[src/rtl/lcd16x2_pkg.sv]
// lcd16x2_pkg
// Shared definitions for the HD44780 16x2 character-LCD write controller:
//   - client operation encoding (ops_i)
//   - controller state encoding
//   - HD44780 instruction bytes used by the init sequence and by clear/home
//   - time-to-cycles conversion used to derive every delay from the clock rate
package lcd16x2_pkg;

    typedef enum logic [1:0] {
        OP_CMD   = 2'd0,
        OP_CHAR  = 2'd1,
        OP_CLEAR = 2'd2,
        OP_HOME  = 2'd3
    } lcd_op_e;

    typedef enum logic [2:0] {
        ST_POWERUP = 3'd0,
        ST_INIT    = 3'd1,
        ST_IDLE    = 3'd2,
        ST_SETUP   = 3'd3,
        ST_PULSE   = 3'd4,
        ST_HOLD    = 3'd5,
        ST_EXEC    = 3'd6
    } lcd_state_e;

    localparam logic [7:0] CMD_FUNC_SET = 8'h38;  // 8-bit bus, 2 lines, 5x8 font
    localparam logic [7:0] CMD_DISP_ON  = 8'h0C;  // display on, cursor off
    localparam logic [7:0] CMD_CLEAR    = 8'h01;
    localparam logic [7:0] CMD_ENTRY    = 8'h06;  // increment, no shift
    localparam logic [7:0] CMD_HOME     = 8'h02;

    // Index of the final byte of the power-up init sequence.
    localparam logic [2:0] INIT_LAST = 3'd5;

    // ceil(t_ns * clk_hz / 1e9), never less than one cycle.
    function automatic logic [63:0] ns_to_cycles(input logic [63:0] t_ns,
                                                 input logic [63:0] clk_hz);
        logic [63:0] c;
        c = (t_ns * clk_hz + 64'd999_999_999) / 64'd1_000_000_000;
        if (c == 64'd0) begin
            c = 64'd1;
        end
        return c;
    endfunction

    function automatic logic [63:0] us_to_cycles(input logic [63:0] t_us,
                                                 input logic [63:0] clk_hz);
        return ns_to_cycles(t_us * 64'd1000, clk_hz);
    endfunction

    function automatic logic [63:0] max64(input logic [63:0] a, input logic [63:0] b);
        return (a > b) ? a : b;
    endfunction

    // Byte issued at each step of the init sequence.
    function automatic logic [7:0] init_byte(input logic [2:0] idx);
        logic [7:0] b;
        case (idx)
            3'd0, 3'd1, 3'd2: b = CMD_FUNC_SET;
            3'd3:             b = CMD_DISP_ON;
            3'd4:             b = CMD_CLEAR;
            default:          b = CMD_ENTRY;
        endcase
        return b;
    endfunction

endpackage

[src/rtl/lcd_delay_timer.sv]
// lcd_delay_timer
// Loadable down-counter. Loading N makes o_done rise after exactly N cycles,
// so a state that loads the timer on entry and leaves on o_done lasts N
// cycles. The owner loads it while in reset, so it needs no reset of its own.
// Ports:
//   i_clk   : clock, rising edge
//   i_load  : load i_count this edge (takes priority over counting)
//   i_count : cycle count to wait, must be >= 1
//   o_done  : count exhausted
module lcd_delay_timer #(
    parameter int CNT_W = 8
) (
    input  logic             i_clk,
    input  logic             i_load,
    input  logic [CNT_W-1:0] i_count,
    output logic             o_done
);

    logic [CNT_W-1:0] r_cnt;

    // Storing N-1 lets the zero test serve directly as the done flag.
    always_ff @(posedge i_clk) begin
        if (i_load) begin
            r_cnt <= i_count - CNT_W'(1);
        end else if (r_cnt != '0) begin
            r_cnt <= r_cnt - CNT_W'(1);
        end
    end

    assign o_done = (r_cnt == '0);

endmodule

[src/rtl/lcd16x2_ctrl.sv]
// lcd16x2_ctrl
// HD44780 16x2 character-LCD write controller, 8-bit parallel mode.
// Runs the power-up init sequence by itself after reset, then accepts one
// command/character write at a time and generates RS/E/DB timing plus the
// controller execution delay.
// Ports:
//   clk_i      : clock, rising edge
//   rst_i      : synchronous active-high reset, restarts the init sequence
//   data_i     : command byte or character code
//   ops_i      : 0=command, 1=character, 2=clear, 3=home
//   enb_i      : write request, sampled only while rdy_o=1
//   rdy_o      : idle and able to accept a request
//   lcd_rs_o   : register select (0=instruction, 1=data)
//   lcd_e_o    : enable strobe
//   lcd_data_o : DB7..DB0
module lcd16x2_ctrl #(
    parameter int unsigned CLK_FREQ_HZ = 100_000_000,
    parameter int unsigned POWERUP_US  = 20000
) (
    input  logic       clk_i,
    input  logic       rst_i,
    input  logic [7:0] data_i,
    input  logic [1:0] ops_i,
    input  logic       enb_i,
    output logic       rdy_o,
    output logic       lcd_rs_o,
    output logic       lcd_e_o,
    output logic [7:0] lcd_data_o
);

    import lcd16x2_pkg::*;

    localparam logic [63:0] C_CLK   = 64'(CLK_FREQ_HZ);
    localparam logic [63:0] C_SU    = ns_to_cycles(64'd60, C_CLK);
    localparam logic [63:0] C_PW    = ns_to_cycles(64'd500, C_CLK);
    localparam logic [63:0] C_H     = ns_to_cycles(64'd20, C_CLK);
    localparam logic [63:0] C_EXEC  = us_to_cycles(64'd50, C_CLK);
    localparam logic [63:0] C_LONG  = us_to_cycles(64'd2000, C_CLK);
    localparam logic [63:0] C_4100  = us_to_cycles(64'd4100, C_CLK);
    localparam logic [63:0] C_100   = us_to_cycles(64'd100, C_CLK);
    localparam logic [63:0] C_PU    = us_to_cycles(64'(POWERUP_US), C_CLK);
    localparam int          CNT_W   = $clog2(max64(max64(C_PU, C_4100), C_LONG) + 64'd1);

    lcd_state_e       r_state;
    lcd_state_e       w_state_nx;
    logic [2:0]       r_init_idx;
    logic [2:0]       w_init_idx_nx;
    logic             r_in_init;
    logic             w_in_init_nx;
    logic             r_rs;
    logic             w_rs_nx;
    logic [7:0]       r_data;
    logic [7:0]       w_data_nx;

    logic             w_tmr_load;
    logic [CNT_W-1:0] w_tmr_val;
    logic [CNT_W-1:0] w_exec_val;
    logic             w_tmr_done;

    lcd_delay_timer #(
        .CNT_W (CNT_W)
    ) u_timer (
        .i_clk   (clk_i),
        .i_load  (w_tmr_load),
        .i_count (w_tmr_val),
        .o_done  (w_tmr_done)
    );

    always_ff @(posedge clk_i) begin
        if (rst_i) begin
            r_state    <= ST_POWERUP;
            r_init_idx <= 3'd0;
            r_in_init  <= 1'b1;
            r_rs       <= 1'b0;
            r_data     <= 8'h00;
        end else begin
            r_state    <= w_state_nx;
            r_init_idx <= w_init_idx_nx;
            r_in_init  <= w_in_init_nx;
            r_rs       <= w_rs_nx;
            r_data     <= w_data_nx;
        end
    end

    // Execution delay of the byte currently on the bus. The first two init
    // writes need the datasheet's extended waits; afterwards clear/home
    // (instruction bytes 0x01..0x03) need the long delay.
    always_comb begin
        w_exec_val = CNT_W'(C_EXEC);
        if (r_in_init) begin
            case (r_init_idx)
                3'd0:    w_exec_val = CNT_W'(C_4100);
                3'd1:    w_exec_val = CNT_W'(C_100);
                3'd4:    w_exec_val = CNT_W'(C_LONG);
                default: w_exec_val = CNT_W'(C_EXEC);
            endcase
        end else if (!r_rs && r_data >= 8'h01 && r_data <= 8'h03) begin
            w_exec_val = CNT_W'(C_LONG);
        end
    end

    always_comb begin
        w_state_nx    = r_state;
        w_init_idx_nx = r_init_idx;
        w_in_init_nx  = r_in_init;
        w_rs_nx       = r_rs;
        w_data_nx     = r_data;
        case (r_state)
            ST_POWERUP: begin
                if (w_tmr_done) begin
                    w_state_nx = ST_INIT;
                end
            end
            ST_INIT: begin
                w_rs_nx    = 1'b0;
                w_data_nx  = init_byte(r_init_idx);
                w_state_nx = ST_SETUP;
            end
            ST_IDLE: begin
                if (enb_i) begin
                    w_state_nx = ST_SETUP;
                    case (lcd_op_e'(ops_i))
                        OP_CMD: begin
                            w_rs_nx   = 1'b0;
                            w_data_nx = data_i;
                        end
                        OP_CHAR: begin
                            w_rs_nx   = 1'b1;
                            w_data_nx = data_i;
                        end
                        OP_CLEAR: begin
                            w_rs_nx   = 1'b0;
                            w_data_nx = CMD_CLEAR;
                        end
                        OP_HOME: begin
                            w_rs_nx   = 1'b0;
                            w_data_nx = CMD_HOME;
                        end
                    endcase
                end
            end
            ST_SETUP: begin
                if (w_tmr_done) begin
                    w_state_nx = ST_PULSE;
                end
            end
            ST_PULSE: begin
                if (w_tmr_done) begin
                    w_state_nx = ST_HOLD;
                end
            end
            ST_HOLD: begin
                if (w_tmr_done) begin
                    w_state_nx = ST_EXEC;
                end
            end
            ST_EXEC: begin
                if (w_tmr_done) begin
                    if (!r_in_init) begin
                        w_state_nx = ST_IDLE;
                    end else if (r_init_idx == INIT_LAST) begin
                        w_in_init_nx = 1'b0;
                        w_state_nx   = ST_IDLE;
                    end else begin
                        w_init_idx_nx = r_init_idx + 3'd1;
                        w_state_nx    = ST_INIT;
                    end
                end
            end
            default: begin
                w_state_nx = ST_POWERUP;
            end
        endcase
    end

    // Every timed state loads its duration on entry; reset loads the
    // power-up wait so POWERUP starts counting on the reset edge itself.
    always_comb begin
        w_tmr_load = rst_i || (w_state_nx != r_state);
        case (w_state_nx)
            ST_POWERUP: w_tmr_val = CNT_W'(C_PU);
            ST_SETUP:   w_tmr_val = CNT_W'(C_SU);
            ST_PULSE:   w_tmr_val = CNT_W'(C_PW);
            ST_HOLD:    w_tmr_val = CNT_W'(C_H);
            ST_EXEC:    w_tmr_val = w_exec_val;
            default:    w_tmr_val = CNT_W'(1);
        endcase
        if (rst_i) begin
            w_tmr_val = CNT_W'(C_PU);
        end
    end

    assign rdy_o      = (r_state == ST_IDLE);
    assign lcd_e_o    = (r_state == ST_PULSE);
    assign lcd_rs_o   = r_rs;
    assign lcd_data_o = r_data;

endmodule

[config.mk]
export PLATFORM = sky130hd
export DESIGN_NAME = lcd16x2_ctrl
export DESIGN_NICKNAME = d
export VERILOG_FILES = /design/src/rtl/lcd16x2_pkg.sv /design/src/rtl/lcd_delay_timer.sv /design/src/rtl/lcd16x2_ctrl.sv
export SDC_FILE = /design/constraint.sdc
export NUM_CORES = 1
export LEC_CHECK = 0
export ABC_AREA = 1
export BUFFER_PORTS_ARGS = -buffer_cell sky130_fd_sc_hd__buf_4
export CORE_ASPECT_RATIO = 1.4
export CORE_MARGIN = 3
export CORE_UTILIZATION = 44
export CTS_CLUSTER_DIAMETER = 80
export DETAILED_ROUTE_END_ITERATION = 8
export GPL_TIMING_DRIVEN = 1
export SYNTH_ARGS = -nofsm -noshare
export SYNTH_HDL_FRONTEND = slang
export SYNTH_HIERARCHICAL = 1
export SYNTH_SLANG_ARGS = --single-unit
[constraint.sdc]
create_clock -name clk_i -period 3.15 [get_ports clk_i]
set_input_delay 0.1575 -clock clk_i [delete_from_list [all_inputs] [get_ports clk_i]]
set_output_delay 0.1575 -clock clk_i [all_outputs]
set_load 0.02 [all_outputs]
Word level (Yosys, flattened, before mapping)
Index checks and enable logic that the tools add are counted.
- $add $sub $neg: 3
- multiply operators: 0
- div/mod/pow operators: 0
- magnitude comparators: 2
- equal/unequal tests: 20
- shift operators: 0
- muxes and demuxes: 25
- bitwise operators: 1
- reduce and logical (&&, ||, !) cells: 18
- operators by type and width (kind ; count):
    $pmux 21 s5 ; 1
    $mux 21 ; 4
    $pmux 19 s3 ; 1
    $sub 21x1->21 const B ; 2
    $eq 3x3->1 const B ; 8
    $pmux 8 s3 ; 1
    $logic_not 21->1 ; 1
    $pmux 3 s7 ; 1
    $reduce_bool 21->1 ; 1
    $mux 18 ; 1
    $mux 3 ; 6
    $pmux 6 s3 ; 1
    $pmux 8 s2 ; 1
    $eq 3x2->1 const B ; 5
    $logic_not 3->1 ; 3
    $ge 8x1->1 const B ; 1
    $le 8x2->1 const B ; 1
    $mux 8 ; 1
    $eq 3x1->1 const B ; 2
    $reduce_or 3->1 ; 2
    $eq 2x2->1 const B ; 2
    $mux 2 ; 2
    $pmux 1 s2 ; 2
    $reduce_and 2->1 ; 2
    13 further kinds ; 17
- register bits after elaboration: 37
- latch bits: 0
- bits in writable memories: 0
- ROM bits: 0
- input port bits: 13
- output and inout bits: 11
- memories kept: 0

Longest topological paths before layout
Gate-level depths: netlist of run 1.
- word-level depth: 10
- gate-level depth with buffers: 24

Modules after synthesis
Netlist of run 1, hierarchy kept.
- modules (own cells, without submodules) (module ; times used ; cells an instance ; area an instance (µm²) ; seq. area each (µm²)):
    lcd_delay_timer ; 1 ; 299 ; 1930.6 ; 630.6
    lcd16x2_ctrl ; 1 ; 202 ; 1305.0 ; 320.3

Worst setup path after synthesis of run 1
Ideal clock, no wire load.
- path type: flip-flop to flip-flop
- start point: register u_timer.r_cnt[9]
- end point: register u_timer.r_cnt[10] (data pin)
- arrival: 2.943 ns
- path slack: -0.051 ns
- stages on the path, launching flop included: 20
- path buffers: 2
- clock period less this slack: 3.201 ns
- cells stage by stage: edfxtp_1 inv_1 nand2_1 nor4_1 and3_1 inv_1 o21ai_0 nand2_1 nand2_2 inv_2 o211ai_1 buf_6 inv_4 buf_8 o21ai_2 ha_1 nand2_4 nor2_4 nand2_1 xor2_1
- elaborated cells between the ends (all ways): 20
- classes of those cells: add/sub (2); eq/ne (5); mux (10); reduce/logical (3)
- RTL lines (item ; line ; text):
    start: declaration ; lcd_delay_timer.sv:19 ; logic [CNT_W-1:0] r_cnt;
    start signal: assignment ; lcd_delay_timer.sv:24 ; r_cnt <= i_count - CNT_W'(1);
    start signal: assignment ; lcd_delay_timer.sv:26 ; r_cnt <= r_cnt - CNT_W'(1);
    $logic_not 21->1 (*) ; lcd_delay_timer.sv:30 ; assign o_done = (r_cnt == '0);
    net w_tmr_done ; lcd16x2_ctrl.sv:58 ; logic w_tmr_done;
    $mux 3, on equally long branches ; - ;
    $pmux 3 s7 (*) ; lcd16x2_ctrl.sv:108 ; case (r_state)
    $ne 3x3->1 (*) ; lcd16x2_ctrl.sv:179 ; w_tmr_load = rst_i || (w_state_nx != r_state);
    $logic_or 1x1->1 (*) ; lcd16x2_ctrl.sv:179 ;
    net w_tmr_load ; lcd16x2_ctrl.sv:55 ; logic w_tmr_load;
    $mux 21 (*) ; lcd_delay_timer.sv:23 ; if (i_load) begin
The timed path passes the listed nets; every way through them passes the cells marked *. The select of a mux whose other input is x is not followed.
A chain may end at the register's enable or synchronous reset.

Worst setup path after layout of run 1
- start point: register u_timer.r_cnt[8]
- end point: register u_timer.r_cnt[5] (data pin)
Same word-level chain as after synthesis.

==> results of run 1 <==
## worst max-delay path: cells and delay by family, from the launching register on
kind	cells	cell delay, ps
xor+xnor	1	130
flops	1	400
buf+inv	5	630
simple gates	6	1270
compound gates	4	550
## kinds of logic after synthesis
kind of cell	share of synthesized area
simple gates	0.446
buf+inv	0.115
compound gates	0.0947
flops	0.294
xor+xnor	0.0271
fa+ha+maj	0.0232
## how the worst max path moves through the flow
stage | start | to | slack (ps)
after global routing | u_timer/r_cnt[7] | u_timer/r_cnt[19] | -360
after floorplan | u_timer/r_cnt[9] | u_timer/r_cnt[0] | 1
final | u_timer/r_cnt[8] | u_timer/r_cnt[5] | -100
after detailed placement | u_timer/r_cnt[11] | u_timer/r_cnt[19] | -190
after CTS | u_timer/r_cnt[14] | u_timer/r_cnt[16] | -50
after global placement | u_timer/r_cnt[11] | u_timer/r_cnt[19] | -160
## sequential cells by signal, indices dropped and copies added (netlist names)
register       count
r_in_init          1
u_timer/r_cnt     21
r_init_idx         3
lcd_rs_o           1
lcd_data_o         8
r_state            3
## where the power goes
group | switching (W) | internal [W]
clock | 0.000186 | 0.000198
combinational | 0.00112 | 0.000830
sequential | 0.000101 | 0.000692
total | 0.00141 | 0.00172
## stage by stage
step / cell area (sq um) / worst slack, ps / std cells / power [W] / setup TNS, ps
after floorplan: 3250 / 1.49 / 501 / 0.00185 / 0
after global placement: 3970 / -163 / 675 / 0.00248 / -1280
after detailed placement: 3970 / -193 / 675 / 0.00250 / -1830
after CTS: 4190 / -49.2 / 687 / 0.00302 / -124
after global routing: 4300 / -365 / 691 / 0.00337 / -5460
final: 4300 / -97.6 / 691 / 0.00313 / -916
## cell type report
type	instances	area share
Multi-Input combinational cell	380	0.478
Inverter	72	0.0652
Sequential cell	37	0.221
Tap cell	95	0.0277
Clock buffer	7	0.0224
Timing Repair Buffer	99	0.184
Clock inverter	1	0.00116
## cells in the final DEF (no fill, tap or decap), types with 2 or more instances in the layout
cell      count
nand2_1     160
xor2_1       10
ha_1          5
inv_1        62
a221oi_1      2
clkbuf_8      7
nand3_4       3
a21oi_1      12
nor2_1       49
a31oi_1       3
nand4_1       8
nand2_2      21
nand3_1      34
buf_6         4
buf_4        93
o21ai_0      22
dfxtp_1      16
nand3_2       3
edfxtp_1     21
nor2_4       14
or2_2         2
o21ai_1       2
o211ai_1      3
nor2_2       10
inv_2         8
## repair_timing
action	in CTS	in global routing
hold buffers	0	0
endpoints found under the setup margin	18	20
setup buffers	3	4
cloned	1	0
resized for setup	21	27
pin swaps	6	15
## layer usage
layer / wire, um / global-route usage
met1: 3680 / 0.256
met2: 5050 / 0.453
met3: 277 / 0.0276
met4: 336 / 0.0975
met5: 0 / 0
==> reports/results.ini, run 1 <==
[worst_hold_path]
hold_path_startpoint = data_i[6]
hold_depth = 3
hold_path_end = lcd_data_o[6]
hp-class = in2reg

[grt]
grt_use_total = 0.235
grt_max_degree = 27
grt_pass1_vias = 3284
antenna_found_initial = 0
grt_pass1_wl_um = 15400
grt_overflow_total = 0

[sta]
hold_viol = 0
slew_headroom = 0.713
max_freq_mhz = 308
finalClockSkew_ps = 10.0
setup_ws_ps = -97.6
period_minus_slack_ps = 3250
rsz0062_at_grt = true
tightest_slew_ps = 430
final_max_slew_viol_count = 0
period_share = 1.03
setup_viol = 16
whs_ps = 113

[die]
dieWidth_um = 78.5
coreArea_sq_um = 7070
io_pins = 24
initial_core_util = 0.458
die_h_um = 107
num_rows = 36
dieArea_sq_um = 8430

[critical_path]
crit_slowest_cell = edfxtp_1
critPathRequiredTime_ps = 3200
arrival_ps = 3290
crit_type = reg2reg
timing.rr.start = u_timer/r_cnt[8]
crit_fanout = 6
r2r_cells = 16
ff2ff_setup_slack_ps = -100
crit_chain = inv_2 -> nand4_1 -> nor4_4 -> and3_4 -> inv_4 -> o211ai_1 -> o22ai_1 -> nor2_1 -> o211ai_1 -> buf_6 -> or2_2 -> o21ai_2 -> buf_6 -> nand3_4 -> buf_4 -> xor2_1
crit_path_end_kind = flop
critPathLaunchType = flop
critical-path-max-stage-delay_ps = 400
r2r-end = u_timer/r_cnt[5]

[detailed_routing]
detail_route.wl_per_cell_um = 13.5
ant_nets = 0
drc = 0
drtIter0Drc = 201
drt_wl_total_um = 9340
vias_per_cell = 4.87
num_vias = 3362
firstDrtPassIters = 4

[power]
peakVddDrop_uv = 321
p_leak_nw = 2.15
power_density_nw_per_um2 = 727

[clock_tree]
path_clk_slew_ps = 70
cts_buffers = 5
clock_latency_ps = 300
htree_levels = 2
root_buffer = clkbuf_8
clockBufferDepth = 2
cts_tree = yes
cts_sinks = 37

[synth]
synth_most_common_cell = nand2_1
yosysSeqAreaShare = 0.294
syn_nets = 520
async_reset_ff_frac = 0
yosysTopAreaCell = edfxtp_1
synthTopCellsByCount = nand2_1 (168), inv_1 (68), nor2_1 (56)
synth-main-ff-cell = edfxtp_1
ys_ff_latch = 37
syn_avg_cell_area_sq_um = 6.46
synth_top_area_frac = 0.195
ys_top_cells_by_area = edfxtp_1 (19%), nand2_1 (19%), dfxtp_1 (9.9%)
synthDistinctLibCells = 41
syn_area_sq_um = 3240
yosysWarnings = 6
syn_inst = 501
synth_edf_count = 21

[placed_design]
hpwlAfterDp_um = 7160
portBuffers = 23
place_congestion = 0.864

[final_layout]
diodes = 0
drive_gt1_frac = 0.305
syn_to_final_growth_pct = 32.8
fin_nets = 614
nFillCells = 714
fin_util = 0.608
seq_area_sq_um = 951
multi_input_area_sq_um = 2060

[job]
maxCapViolations = 0

[run_status]
outcome = complete, but fails checks
violations = setup timing

(Power assumes the default switching activity.)
==> run 2, diff against run 1 <==
--- a/config.mk
+++ b/config.mk
@@ -10,6 +10,7 @@
 export CORE_ASPECT_RATIO = 1.4
 export CORE_MARGIN = 3
 export CORE_UTILIZATION = 44
+export CTS_BUF_LIST = sky130_fd_sc_hd__clkbuf_4
 export CTS_CLUSTER_DIAMETER = 80
 export DETAILED_ROUTE_END_ITERATION = 8
 export GPL_TIMING_DRIVEN = 1
==> reports/results.ini, run 2 (synthesized netlist as in run 1, its figures left out) <==
[final_layout]
drive_gt1_frac = 0.323
fin_nets = 613
regMostFlops = u_timer/r_cnt
syn_to_final_growth_pct = 32.9
fin_area_sq_um = 4300
diodes = 0
final_common_cell = nand2_1
final_cell_mix = nand2_1 (156), buf_4 (94), inv_1 (61), nor2_1 (44), nand3_1 (33)
largest_register_ffs = 21
fin_util = 0.608
nFillCells = 727
stdcell_count = 690

[power]
power_frac_seq = 0.261
power_density_nw_per_um2 = 713
p_int_w = 0.00163
p_switching_w = 0.00144
combPwrFrac = 0.653
peakVddDrop_uv = 277
sw_frac_of_total = 0.470
p_leak_nw = 2.14
clkPwrFrac = 0.086

[placed_design]
portBuffers = 23
hpwlAfterDp_um = 7160
place_inst = 675
post-place-ws_ps = -193
place_congestion = 0.864
placed_area_sq_um = 3970

[sta]
fin_setup_tns_ps = -103
rsz0062_at_grt = true
max_freq_mhz = 314
finalClockSkew_ps = 13.6
period_share = 1.01
final_max_slew_viol_count = 0
slew_headroom = 0.707
tightest_slew_ps = 439
setup_ws_ps = -38.8
setup_viol = 4
period_minus_slack_ps = 3190
hold_viol = 0

[die]
coreArea_sq_um = 7070
dieArea_sq_um = 8430
num_rows = 36
initial_core_util = 0.458
die_h_um = 107
io_pins = 24
dieWidth_um = 78.5

[critical_path]
r2r-end = u_timer/r_cnt[16]
crit_fanout = 19
critPathRequiredTime_ps = 3380
crit_type = reg2reg
crit_path_end_kind = flop
timing.rr.start = u_timer/r_cnt[1]
r2r_cells = 22
ff2ff_setup_slack_ps = -40
critPathLaunchType = flop
arrival_ps = 3420

[detailed_routing]
drtIter0Drc = 198
ant_nets = 0
detail_route.wl_per_cell_um = 13.7
vias_per_cell = 4.93
firstDrtPassIters = 5
drc = 0
num_vias = 3400
drt_wl_total_um = 9460

[run_status]
violations = setup timing
outcome = complete, but fails checks

[clock_tree]
path_clk_slew_ps = 120
ctsHoldBuffers = 0
cts_buffers = 5
cts_sinks = 37
root_buffer = clkbuf_4
cts_tree = yes
clock_latency_ps = 370
htree_levels = 2
clockBufferDepth = 2

[worst_hold_path]
hold_path_end = lcd_data_o[6]
hp-class = in2reg
hold_path_startpoint = data_i[6]
hold_depth = 3

[grt]
antenna_found_initial = 0
grt_max_degree = 27
grt_pass1_wl_um = 15400
grt_use_total = 0.236
grt_pass1_vias = 3290
grt_overflow_total = 0

[job]
maxCapViolations = 0

==> run 2: changes by cell type in the layout (fill, tap and decap cells not counted), moves of 4 or more <==
cell	before	now
clkbuf_8	7	0
nor2_1	49	44
clkbuf_4	0	5
nor2_2	10	15
nand2_1	160	156
==> run 2: power groups by stage <==
stage / sequential [W] / combinational (W) / clock [W]
final: 0.000801 / 0.00200 / 0.000263
after global routing: 0.000817 / 0.00219 / 0.000284
after CTS: 0.000787 / 0.00185 / 0.000267
after detailed placement: 0.000796 / 0.00170 / 0
after global placement: 0.000792 / 0.00169 / 0
after floorplan: 0.000786 / 0.00106 / 0
==> run 2: how the worst max path moves through the flow <==
stage                                 start  slack (ps)           endpoint  cells after the start
final                      u_timer/r_cnt[1]         -40  u_timer/r_cnt[16]                     22
after global routing       u_timer/r_cnt[1]        -280  u_timer/r_cnt[19]                     22
after CTS                 u_timer/r_cnt[14]        0.09  u_timer/r_cnt[19]                     23
after detailed placement  u_timer/r_cnt[11]        -190  u_timer/r_cnt[19]                     20
after global placement    u_timer/r_cnt[11]        -160  u_timer/r_cnt[19]                     20
after floorplan            u_timer/r_cnt[9]           1   u_timer/r_cnt[0]                     16
==> run 2: metal layers <==
layer | vias up | track usage | share of wire
li1 | 1778 | - | -
met5 | - | 0 | 0
met2 | 73 | 0.455 | 0.54
met3 | 18 | 0.0302 | 0.036
met4 | 0 | 0.0963 | 0.026
met1 | 1531 | 0.254 | 0.39
==> run 2: cell type report <==
cell class	instances	area, sq um	area share
clock inverters	3	12.5	0.00291
inverters	72	283	0.0658
clock buffers	5	37.5	0.00873
well taps	95	119	0.0276
flip-flops and latches	37	951	0.221
repair buffers	98	776	0.180
multi-input cells	380	2120	0.493
==> run 2: worst max-delay path, cell delays in order, from the launching register on <==
cell and delay, ps:
edfxtp_1 380, inv_1 130, nand3_1 140, nor4_4 210, and3_4 290, buf_4 120
nand3_1 100, nand3_2 110, nor2_2 40, nand2_1 70, nand2_1 50, o211ai_1 110
buf_6 210, buf_12 170, nand2_1 70, nand2_2 130, nand2_2 120, nor2_1 100
nand2_1 80, buf_4 140, nor2_2 120, nand3_1 80, nand2_1 80
==> run 2: metrics by stage <==
stage               hold WS, ps  power (W)
global placement            402    0.00248
CTS                        32.9    0.00290
floorplan                   236    0.00185
finish                     46.7    0.00307
detailed placement          417    0.00250
global route               47.8    0.00329
==> run 2: timing repair <==
| action | CTS | global route |
|---|---|---|
| endpoints found under the setup margin | 18 | 19 |
| setup buffers | 3 | 3 |
| gates cloned | 1 | 0 |
| hold endpoints to repair | 0 | 0 |
| resized for setup | 27 | 40 |
| pin swaps | 6 | 4 |
